$ cat src/rtl/stream_pkg.sv
// Shared types for the stream cells: demux FSM states and a select-width helper.
package stream_pkg;

  typedef enum logic [1:0] {
    IDLE,
    ROUTE,
    DROP
  } demux_state_e;

  // Select width for n channels, never below one bit.
  function automatic int sel_width(input int n);
    return (n > 1) ? $clog2(n) : 1;
  endfunction

endpackage

$ cat src/rtl/stream_hold_reg.sv
// One-entry register slice holding payload, last flag and destination.
// Push and pop may coincide; the caller only pushes when the slot is free or draining.
module stream_hold_reg #(
  parameter int DATA_W = 8,
  parameter int DST_W  = 1
) (
  input  logic              clk,
  input  logic              rst,
  input  logic              push,
  input  logic              pop,
  input  logic [DATA_W-1:0] push_data,
  input  logic              push_last,
  input  logic [DST_W-1:0]  push_dst,
  output logic              valid,
  output logic [DATA_W-1:0] data,
  output logic              last,
  output logic [DST_W-1:0]  dst
);

  always_ff @(posedge clk or posedge rst) begin
    if (rst) begin
      valid <= 1'b0;
      // NOTE: payload is reset as well because downstream reads it while valid is low.
      data  <= '0;
      last  <= 1'b0;
      dst   <= '0;
    end else if (push) begin
      // NOTE: non-blocking so every register samples the pre-edge values.
      valid <= 1'b1;
      data  <= push_data;
      last  <= push_last;
      dst   <= push_dst;
    end else if (pop) begin
      valid <= 1'b0;
    end
  end

endmodule

$ cat src/rtl/stream_demux.sv
// Registered 1:N packet demultiplexer: select locked on the first beat,
// out-of-range packets discarded and counted.
module stream_demux
  import stream_pkg::*;
#(
  parameter  int DATA_W = 8,
  parameter  int N_OUT  = 2,
  parameter  int CNT_W  = 8,
  localparam int SEL_W  = sel_width(N_OUT)
) (
  input  logic              clk,
  input  logic              rst,
  input  logic              s_valid,
  output logic              s_ready,
  input  logic [DATA_W-1:0] s_data,
  input  logic              s_last,
  input  logic [SEL_W-1:0]  s_sel,
  output logic [N_OUT-1:0]  m_valid,
  input  logic [N_OUT-1:0]  m_ready,
  output logic [DATA_W-1:0] m_data,
  output logic              m_last,
  output logic              drop_err,
  output logic [CNT_W-1:0]  drop_cnt
);

  localparam logic [SEL_W:0] N_OUT_EXT = N_OUT[SEL_W:0];

  demux_state_e     state;
  logic [SEL_W-1:0] cur_dst;
  logic             hold_valid;
  logic [SEL_W-1:0] hold_dst;
  logic             in_range;
  logic             hold_ready;
  logic             accept;
  logic             push;
  logic             pop;
  logic [SEL_W-1:0] push_dst;

  assign in_range   = {1'b0, s_sel} < N_OUT_EXT;
  assign hold_ready = !hold_valid || m_ready[hold_dst];
  assign s_ready    = (state == DROP) || ((state == IDLE) && !in_range) || hold_ready;
  assign accept     = s_valid && s_ready;
  assign push       = accept && (((state == IDLE) && in_range) || (state == ROUTE));
  assign pop        = hold_valid && m_ready[hold_dst];
  assign push_dst   = (state == IDLE) ? s_sel : cur_dst;

  stream_hold_reg #(
    .DATA_W (DATA_W),
    .DST_W  (SEL_W)
  ) u_hold (
    .clk       (clk),
    .rst       (rst),
    .push      (push),
    .pop       (pop),
    .push_data (s_data),
    .push_last (s_last),
    .push_dst  (push_dst),
    .valid     (hold_valid),
    .data      (m_data),
    .last      (m_last),
    .dst       (hold_dst)
  );

  always_comb begin
    // NOTE: default first so no path through the loop can infer a latch.
    m_valid = '0;
    for (int i = 0; i < N_OUT; i++) begin
      m_valid[i] = hold_valid && (hold_dst == SEL_W'(i));
    end
  end

  always_ff @(posedge clk or posedge rst) begin
    if (rst) begin
      state    <= IDLE;
      cur_dst  <= '0;
      drop_err <= 1'b0;
      drop_cnt <= '0;
    end else begin
      drop_err <= 1'b0;
      if (accept) begin
        unique case (state)
          IDLE: begin
            if (in_range) begin
              cur_dst <= s_sel;
              if (!s_last) state <= ROUTE;
            end else begin
              // Only the first beat of a discarded packet is reported and counted.
              drop_err <= 1'b1;
              if (drop_cnt != '1) drop_cnt <= drop_cnt + CNT_W'(1);
              if (!s_last) state <= DROP;
            end
          end
          ROUTE:   if (s_last) state <= IDLE;
          DROP:    if (s_last) state <= IDLE;
          default: state <= IDLE;
        endcase
      end
    end
  end

endmodule

$ cat config.mk
export PLATFORM = sky130hd
export DESIGN_NAME = stream_demux
export DESIGN_NICKNAME = d
export VERILOG_FILES = /design/src/rtl/stream_pkg.sv /design/src/rtl/stream_hold_reg.sv /design/src/rtl/stream_demux.sv
export SDC_FILE = /design/constraint.sdc
export NUM_CORES = 1
export LEC_CHECK = 0
export ABC_AREA = 1
export CAP_MARGIN = 30
export CORE_MARGIN = 4
export CORE_UTILIZATION = 34
export DETAILED_ROUTE_END_ITERATION = 6
export DONT_BUFFER_PORTS = 1
export PLACE_DENSITY = 0.53
export SYNTH_ARGS = -nofsm -noshare
export SYNTH_HDL_FRONTEND = slang
export SYNTH_SLANG_ARGS = --single-unit
$ cat constraint.sdc
create_clock -name clk -period 2.3 [get_ports clk]
set_input_delay 0.46 -clock clk [delete_from_list [all_inputs] [get_ports clk]]
set_output_delay 0.46 -clock clk [all_outputs]
set_load 0.05 [all_outputs]
Word level (Yosys, flattened, before mapping). Cells that the tools add are included.

Bits in writable memories: 0. Bits in registers: 14. Input port bits: 15. Memories: 0. Bits in latches: 0. ROM bits: 0.

Equal/unequal tests: 4. Div/mod/pow operators: 0. Reduce and logical (&&, ||, !) cells: 13. Mux-type cells: 8. Shift-type cells: 0. Bitwise gates (word level): 1. Add/sub/neg operators: 0. Magnitude comparators: 1. Multiply operators: 0.

Operator list (count): $logic_and A1 B1 Y1 (5); $mux W1 (5); $mux W2 (2); $pmux W2 S2 (1); $logic_or A1 B1 Y1 (3); $reduce_and A3 Y1 (1); $eq A2 B1 Y1 const B (1); $eq A2 B2 Y1 const B (1); $logic_not A2 Y1 (1); $lt A1 B2 Y1 const B (1); $ne A2 B1 Y1 const B (1); $ne A2 B2 Y1 const B (1); $reduce_bool A2 Y1 (1); $reduce_or A2 Y1 (1); $logic_not A1 Y1 (1); $not A1 Y1 (1).

Logic depth before layout (Yosys ltp). Gate-level depths: netlist (run 1).

Word-level depth: 7. Depth in mapped cells: 7.

Modules after synthesis. From an unflattened synthesis (run 1), not the netlist that was laid out.

Cells, all modules: 82. Area, all modules: 645.6 um^2.

Modules (own cells, without submodules): stream_hold_reg (area each 425.4 um^2, sequential area each 275.3 um^2, times used 1, cells each 48); stream_demux (area each 220.2 um^2, sequential area each 50.0 um^2, times used 1, cells each 34).

Worst setup path before layout (run 1). Ideal clock, no wire load.

Path type: register -> output. From: register cur_dst (netlist name). To: output m_valid[0]. Cell stages (with the launch flop): 2. Required time: 1.840 ns. Arrival: 1.075 ns. Buffers on the path: 0. Path slack: 0.765 ns. Cells stage by stage: dfrtp_1 nor2_1.

RTL lines: to (decl) (line stream_demux.sv:18) `output logic [N_OUT-1:0] m_valid,`.

==> qor.yml, run 1 <==
clockPowerShare_pct: 11.8
tns_ns: 0
worstMarginPinSlew_ns: 0.549
cts_sinks: 12
seqPwrFrac_pct: 58.0
syn_to_final_growth_pct: -1.89
status: "finished clean"
drtPass1Iterations: 2
finalCriticalPeriod_ns: 1.69
placed_cells: 84
antenna_found_initial: 0
p_leak_nw: 0.340
die_w_um: 49.9
ctsResizeCount: 0
syn_area_um2: 597
ff_latch_area_um2: 300
drt_iter0_markers: 6
hold_viol_final: 0
p_switching_uw: 635
relSlewSlack_pct: 63.3
finClkSkew_ns: 0.00501
clock_path_buffers: 2
crit_type: "reg -> out"
power_frac_comb_pct: 30.2
critPathBufInv: 0
avgSynthCellArea_um2: 8.41
synth_seq_area_share_pct: 50.3
fmax_ghz: 0.591
synth-async-reset-ratio_pct: 100
p_per_area_nw_per_um2: 1830
rows: 14
overflow: 0
n_antenna_cell: 0
yosys_warnings: 0
nFillCells: 173
wl_per_cell_um: 13.1
arrival_ns: 1.23
finalPower_mw: 1.07
post-route-period-util_pct: 73.6
start_kind: "flip-flop"
yosysMostFrequentCell: "nand2_1"
wl_um: 1140
core_um2: 1580
dp_hpwl_um: 873
final_cell_area_um2: 586
cts_tree: "done"
ys_ff_latch: 12
yosysTopAreaCell: "dfrtp_1"
slowest_stage: "nand3_2"
grt_pass1_vias: 372
io_pins: 36
yosysUniqueCellTypes: 13
synth.top_cells.by_count: "nand2_1, dfrtp_1, buf_4, nand3_1, inv_1"
netlist_top_cells_area: "dfrtp_1, nand2_1, buf_4, nand3_1, inv_1"
min_path_type: "in -> async"
drc: 0
postCtsSetupBuffers: 0
synthFlopType: "dfrtp_1"
io_buffers: 0
drive_gt1_share_pct: 12.7
drv_cap: 0
clkLatencyLatePin_ns: 0.27
ant_nets: 0
grt_pass1_wl_um: 1900
clkTransAtPathRegs_ns: 0.07
fp.dieH_um: 49.9
multiInputGateArea_um2: 213
track_usage_pct: 10.5
slew_viol_final: 0
crit_family: "simple AND/OR/NAND/NOR gates"
cts_hold_buf: 0
sw_frac_of_total_pct: 59.4
critPathMaxFanout: 14
place_area_um2: 563
start_util_pct: 37.9
synth_edf_count: 0
ir_worst_vdd_mv: 0.652
fin_cells: 87
setup_viol: 0
vias_per_cell: 4.46
cts_buffers: 3
cp.required_ns: 1.84
slowest_delay_ns: 0.44
place_congestion: 0.622
nets: 88
dieArea_um2: 2490
root_buffer: "clkbuf_4"
crit_path_cell_trace: "nand2_1 -> nand3_2"
vias: 388
crit_path_end_kind: "output port"
cts_max_level: 1
syn-instance-count: 71
rsz0062_at_grt: "false"
grt_max_degree: 15
intPower_uw: 434
netlist.area_leader.share_pct: 50.3
power by group through the flow:
stage | Combinational (mW) | Sequential [mW] | Clock [mW]
2_1_floorplan | 0.319 | 0.605 | 0
3_3_place_gp | 0.324 | 0.627 | 0
3_5_place_dp | 0.328 | 0.628 | 0
4_1_cts | 0.327 | 0.625 | 0.133
5_1_grt | 0.363 | 0.634 | 0.143
6_report | 0.323 | 0.620 | 0.126
worst reg2reg max path: stages, from the launching register on:
cell and delay [ns]:
dfrtp_1 0.43, nand2_1 0.09, nand3_2 0.44, nand2_2 0.39, nand2_1 0.08, nand2_1 0.06
inv_1 0.04
final timing paths:
kind | from | to | slack [ns] | depth (start not counted)
setup / recovery | cur_dst | s_ready | 0.61 | 2
hold reg to reg | state[0] | cur_dst | 0.54 | 3
hold / removal | rst | u_hold.last | 0.08 | 1
max in group asynchronous | rst | u_hold.data[6] | 1.91 | 1
setup reg to reg | cur_dst | state[0] | 0.67 | 6
min in group clk | s_sel | cur_dst | 0.33 | 2
registers in the layout, indices dropped and copies added, names as in the netlist:
register,cells
cur_dst,1
u_hold.last,1
u_hold.data,8
state,1
u_hold.valid,1
cell usage in the layout, fill, tap and decap left out:
master / count
nand2_1: 24
inv_2: 1
nand2_2: 3
buf_4: 1
nand4_1: 1
nand3_2: 1
inv_1: 5
dfrtp_1: 12
clkbuf_4: 3
conb_1: 9
nor2_1: 1
nand3_1: 10
per-layer routing:
layer / share of wire, % / global-route usage, %
met4: 0 / 4.15
met5: 0 / 0
met1: 42 / 12.6
met3: 12 / 5.72
met2: 46 / 15.4
layout make-up:
type,count,share of cell area [%]
Timing Repair Buffer,1,1.28
Tap cell,16,3.42
Clock buffer,3,3.85
Inverter,6,3.85
Multi-Input combinational cell,49,36.3
Sequential cell,12,51.3
stage by stage:
| stage | utilization [%] | hold WS (ns) | setup WS, ns |
|---|---|---|---|
| detailed placement | 35.7 | 0.389 | 0.652 |
| finish | 37.1 | 0.0774 | 0.608 |
| floorplan | - | 0.325 | 0.765 |
| global route | 37.1 | 0.101 | 0.505 |
| global placement | 35.7 | 0.388 | 0.672 |
| CTS | 37.1 | 0.0933 | 0.587 |
cell families (layout without fill, tap and decap cells):
kind of cell           after synthesis  count (layout)  synth area share (%)
other                                1               9                 0.628
buffers and inverters               18              10                  19.1
DFF                                 12              12                  50.3
and+or+nand+nor                     40              40                  30.0
Power figures use the tool's default switching activity.
==> inputs of run 2 (changes only) <==
clock period = 1.6 ns   (was 2.3 ns; I/O delays follow)
==> run 2 against run 1 <==
Net effect: power increased by 45%; flip-flop and latch count unchanged; highest routed layer is now met4; core utilization rose by 1.1 points; cell count increased by 2.3%; critical path depth is 2 higher.
==> qor.yml, run 2 (same netlist as run 1, synthesis figures left out) <==
layout_common_cells: "nand2_1, dfrtp_1, nand3_1"
n_antenna_cell: 0  # unchanged
drc: 0  # unchanged
postCtsSetupBuffers: 0  # unchanged
clkTransAtPathRegs_ns: 0.07  # about the same
crit_type: "reg -> out"
largest_register_ffs: 8  # unchanged
antenna_found_initial: 0  # unchanged
p_per_area_nw_per_um2: 2570  # +41%
min_path_cells: 2
rsz0062_at_grt: "false"
crit_path_end_kind: "output port"
cts_sinks: 12  # unchanged
core_um2: 1580  # unchanged
fmax_ghz: 0.676
dieArea_um2: 2490  # unchanged
ant_nets: 0  # unchanged
status: "finished clean"
critPathMaxFanout: 10  # -4
place_area_um2: 571  # +1.3%
die_w_um: 49.9  # unchanged
drv_cap: 0  # unchanged
wl_um: 1100  # -3.4%
start_kind: "flip-flop"
p_leak_nw: 0.348  # +2.6%
final_cell_area_um2: 603  # +3.0%
layout_commonest_cell: "nand2_1"
tns_ns: 0  # unchanged
cts_hold_buf: 1  # +1
fp.dieH_um: 49.9  # unchanged
post-route-period-util_pct: 92.4
slew_viol_final: 0  # unchanged
clkLatencyLatePin_ns: 0.27  # about the same
cts_tree: "done"
drtPass1Iterations: 4  # +2
drive_gt1_share_pct: 13.7  # +1.0 points
arrival_ns: 1.16  # -0.07 ns
grt_pass1_wl_um: 1840  # -3.3%
nets: 90  # +2.3%
cts_buffers: 3  # unchanged
cp.required_ns: 1.28  # -0.56 ns
min_path_type: "in -> reg"
drt_iter0_markers: 12  # +6
root_buffer: "clkbuf_4"
overflow: 0  # unchanged
io_buffers: 0  # unchanged
finalCriticalPeriod_ns: 1.48
largest-register: "u_hold.data"
track_usage_pct: 9.84  # -0.64 points
vias: 405  # +4.4%
place_congestion: 0.732  # +18%
clock_path_buffers: 2  # unchanged
grt_max_degree: 13  # -2
dp_hpwl_um: 873  # about the same
setup_viol: 0  # unchanged
syn_to_final_growth_pct: 1.05
cts_max_level: 1  # unchanged
io_pins: 36  # unchanged
rows: 14  # unchanged
r2r_cells: 6  # unchanged
wl_per_cell_um: 12.3  # -5.6%
start_util_pct: 37.9  # unchanged
grt_pass1_vias: 376  # +1.1%
hold_viol_final: 0  # unchanged
vias_per_cell: 4.55  # +2.0%
finClkSkew_ns: 0.00359  # -0.00142 ns
ir_worst_vdd_mv: 1.08  # +66%
ctsResizeCount: 0  # unchanged
[run 2: metal layers]
| layer | vias up | share of wire (%) | global-route usage [%] |
|---|---|---|---|
| li1 | 205 | - | - |
| met1 | 170 | 45 | 12.6 |
| met2 | 28 | 41 | 14.1 |
| met3 | 2 | 12 | 3.61 |
| met4 | 0 | 1.5 | 5.53 |
| met5 | - | 0 | 0 |
[run 2: layout make-up]
type                    instances  area [um2]
well taps                      16        20.0
multi-input cells              49         213
repair buffers                  3        25.0
inverters                       6        22.5
flip-flops and latches         12         300
fillers                       168         973
clock buffers                   3        22.5
[run 2: worst paths after layout]
check,from,end,slack (ns)
setup / recovery,cur_dst,s_ready,0.12
hold reg to reg,state[0],cur_dst,0.55
setup reg to reg,cur_dst,u_hold.data[7],0.47
max in group asynchronous,rst,u_hold.last,0.77
min in group asynchronous,rst,cur_dst,0.51
hold / removal,s_data[6],u_hold.data[6],0.19
[run 2: critical path: stages (launching register included)]
cell and delay [ns]:
dfrtp_1 0.42, inv_2 0.07, nand2_2 0.04, nand3_2 0.09, buf_4 0.26
[run 2: through the flow]
stage	setup WS, ns	std cells	utilization, %	hold WS (ns)	power [mW]
after floorplan	0.205	79	-	0.185	1.33
after global placement	0.425	85	36.2	0.248	1.38
after detailed placement	0.414	85	36.2	0.259	1.39
after CTS	0.115	89	38.3	0.188	1.57
after global routing	0.0372	89	38.3	0.188	1.65
final	0.121	89	38.3	0.193	1.55
[run 2: power by group]
group / internal, mW / total (mW) / switching (mW)
Sequential: 0.430 / 0.887 / 0.456
Clock: 0.0870 / 0.179 / 0.0916
Combinational: 0.124 / 0.482 / 0.358
Total: 0.641 / 1.55 / 0.906
==> inputs of run 3 (changes only) <==
HOLD_SLACK_MARGIN = 0.02   (was unset)
SYNTH_HIERARCHICAL = 1   (was unset)
clock period = 1.4 ns   (was 1.6 ns; I/O delays follow)
==> run 3 against run 2 <==
Net effect: via count grew 17%; non-clock buffer count grew 2; largest cell class unchanged; critical path depth shrank 2; critical endpoint is now m_valid[1]; clock-buffer cell count grew 1; die area grew 6.8%.
==> qor.yml, run 3 <==
status: "finished clean"
place_congestion: 0.632  # -14%
hold_viol_final: 0  # unchanged
cts_sinks: 13  # +1
cp.required_ns: 1.12  # -0.16 ns
cts_max_level: 1  # unchanged
grt_max_degree: 12  # -1
min_path_cells: 2  # unchanged
finalPower_mw: 2.05  # +32%
grt_pass1_wl_um: 1830  # -0.76%
fmax_ghz: 0.735
yosysTopAreaCell: "dfrtp_1"
root_buffer: "clkbuf_4"
ir_worst_vdd_mv: 1.29  # +19%
hold_path.startpoint: "s_last"
p_leak_nw: 0.414  # +19%
synth.top_cells.by_count: "nand2_1, dfrtp_1, buf_4"
slowest_stage: "dfrtp_2"
track_usage_pct: 9.81  # -0.031 points
yosysUniqueCellTypes: 13  # unchanged
p_per_area_nw_per_um2: 2880  # +12%
clkLatencyLatePin_ns: 0.27  # about the same
cts_buffers: 3  # unchanged
fin_cells: 113  # +27%
placed_cells: 107  # +26%
layout_commonest_cell: "nand2_1"
tns_ns: 0  # unchanged
synth-async-reset-ratio_pct: 100  # unchanged
fp.dieH_um: 51.6  # +3.4%
syn-instance-count: 82  # +15%
slowest_delay_ns: 0.42  # about the same
start_util_pct: 36.6  # -1.3 points
largest_register_ffs: 8  # unchanged
crit_family: "flip-flops"
avgSynthCellArea_um2: 7.87  # -6.3%
finalCriticalPeriod_ns: 1.36
r2r_cells: 7  # +1
yosysMostFrequentCell: "nand2_1"
io_buffers: 0  # unchanged
netlist.area_leader.share_pct: 50.4  # +0.073 points
drv_cap: 0  # unchanged
vias_per_cell: 4.19  # -8.0%
syn_to_final_growth_pct: 9.88
crit_start: "u_hold/dst"
arrival_ns: 1.08  # -0.08 ns
clkTransAtPathRegs_ns: 0.08  # about the same
core_um2: 1760  # +12%
crit_path_end_kind: "output port"
n_antenna_cell: 0  # unchanged
ys_ff_latch: 13  # +1
finClkSkew_ns: 0.00275  # -0.000838 ns
start_kind: "flip-flop"
rrSetupSlack_ns: 0.17  # -0.30 ns
nets: 104  # +16%
critPathMaxFanout: 5  # -5
drc: 0  # unchanged
vias: 473  # +17%
wl_per_cell_um: 10.5  # -15%
ant_nets: 0  # unchanged
crit_path_cell_trace: "nand2_1 -> inv_1"
hold_ws_ns: 0.114  # -0.0792 ns
min_path_type: "in -> reg"
drtPass1Iterations: 2  # -2
drive_gt1_share_pct: 14.8  # +1.1 points
yosys_warnings: 6  # +6
largest-register: "u_hold/data"
grt_pass1_vias: 425  # +13%
layout_common_cells: "nand2_1, dfrtp_1, inv_1, conb_1"
dieArea_um2: 2660  # +6.8%
r2r-end: "u_hold/data[0]"
io_pins: 36  # unchanged
wl_um: 1190  # +8.3%
rows: 15  # +1
die_w_um: 51.6  # +3.4%
post-route-period-util_pct: 97.1
synth_seq_area_share_pct: 50.4  # +0.073 points
crit_type: "reg -> out"
netlist_top_cells_area: "dfrtp_1, nand2_1, buf_4, inv_1, nand2_2"
synth_edf_count: 0  # unchanged
setup_viol: 0  # unchanged
dp_hpwl_um: 925  # +5.9%
clock_path_buffers: 2  # unchanged
drt_iter0_markers: 1  # -11
critPathBufInv: 1  # -1
overflow: 0  # unchanged
rsz0062_at_grt: "true"
min_to: "u_hold/last"
r2r_start: "u_hold/dst"
slew_viol_final: 0  # unchanged
synthFlopType: "dfrtp_1"
syn_area_um2: 646  # +8.2%
cts_tree: "done"
antenna_found_initial: 0  # unchanged
[run 3: cell count changes in the layout (fill, tap and decap cells not counted), sizes merged, moves of 2 or more]
cell	change
nand2	+14
nand3	-8
buf	+2
inv	+4
[run 3: through the flow]
stage | area (um2) | setup slack [ns] | util [%]
floorplan | 676 | 0.00930 | -
global placement | 643 | 0.208 | 36.5
detailed placement | 643 | 0.159 | 36.5
CTS | 683 | 0.00441 | 38.7
global route | 709 | -0.0263 | 40.2
finish | 709 | 0.0403 | 40.2
[run 3: how the worst max path moves through the flow]
stage | endpoint | cells past startpoint
after floorplan | u_hold/last | 7
after global placement | u_hold/data[5] | 7
after detailed placement | u_hold/data[0] | 7
after CTS | m_valid[1] | 2
after global routing | m_valid[1] | 2
final | m_valid[1] | 2
[run 3: cells by family (layout without fill, tap and decap cells)]
kind of cell           Yosys count  in the layout  synth area share [%]
and+or+nand+nor                 45             45                  28.3
buffers and inverters           21             19                  19.2
DFF                             13             13                  50.4
AOI/OAI and AO/OA                2              2                  1.55
other                            1              9                 0.581
[run 3: final cells by class]
class / count / area (um2)
Tap cell: 25 / 31.3
Sequential cell: 13 / 327
Multi-Input combinational cell: 56 / 236
Clock buffer: 4 / 26.3
Fill cell: 205 / 1050
Inverter: 10 / 37.5
Timing Repair Buffer: 5 / 51.3
[run 3: repair_timing]
item                                   4_1_cts  5_1_grt
gates cloned                                 0        0
endpoints found under the hold margin       13        0
setup endpoints to repair                    1        3
hold buffers                                 1        0
buffers inserted                             0        1
pin swaps                                    0        1
resized for setup                            1        5
[run 3: power breakdown]
part	total, mW	switching, mW	internal, mW
clock	0.231	0.121	0.110
sequential	1.12	0.575	0.545
combinational	0.696	0.469	0.226
total	2.05	1.16	0.882
[run 3: metal layers]
layer	vias to the layer above	wire (um)	track usage, %	part of all wire (%)
met4	0	34	7.86	2.9
met2	25	543	15.5	46
li1	236	-	-	-
met1	208	458	9.29	39
met3	4	151	5.44	13
met5	-	0	0	0
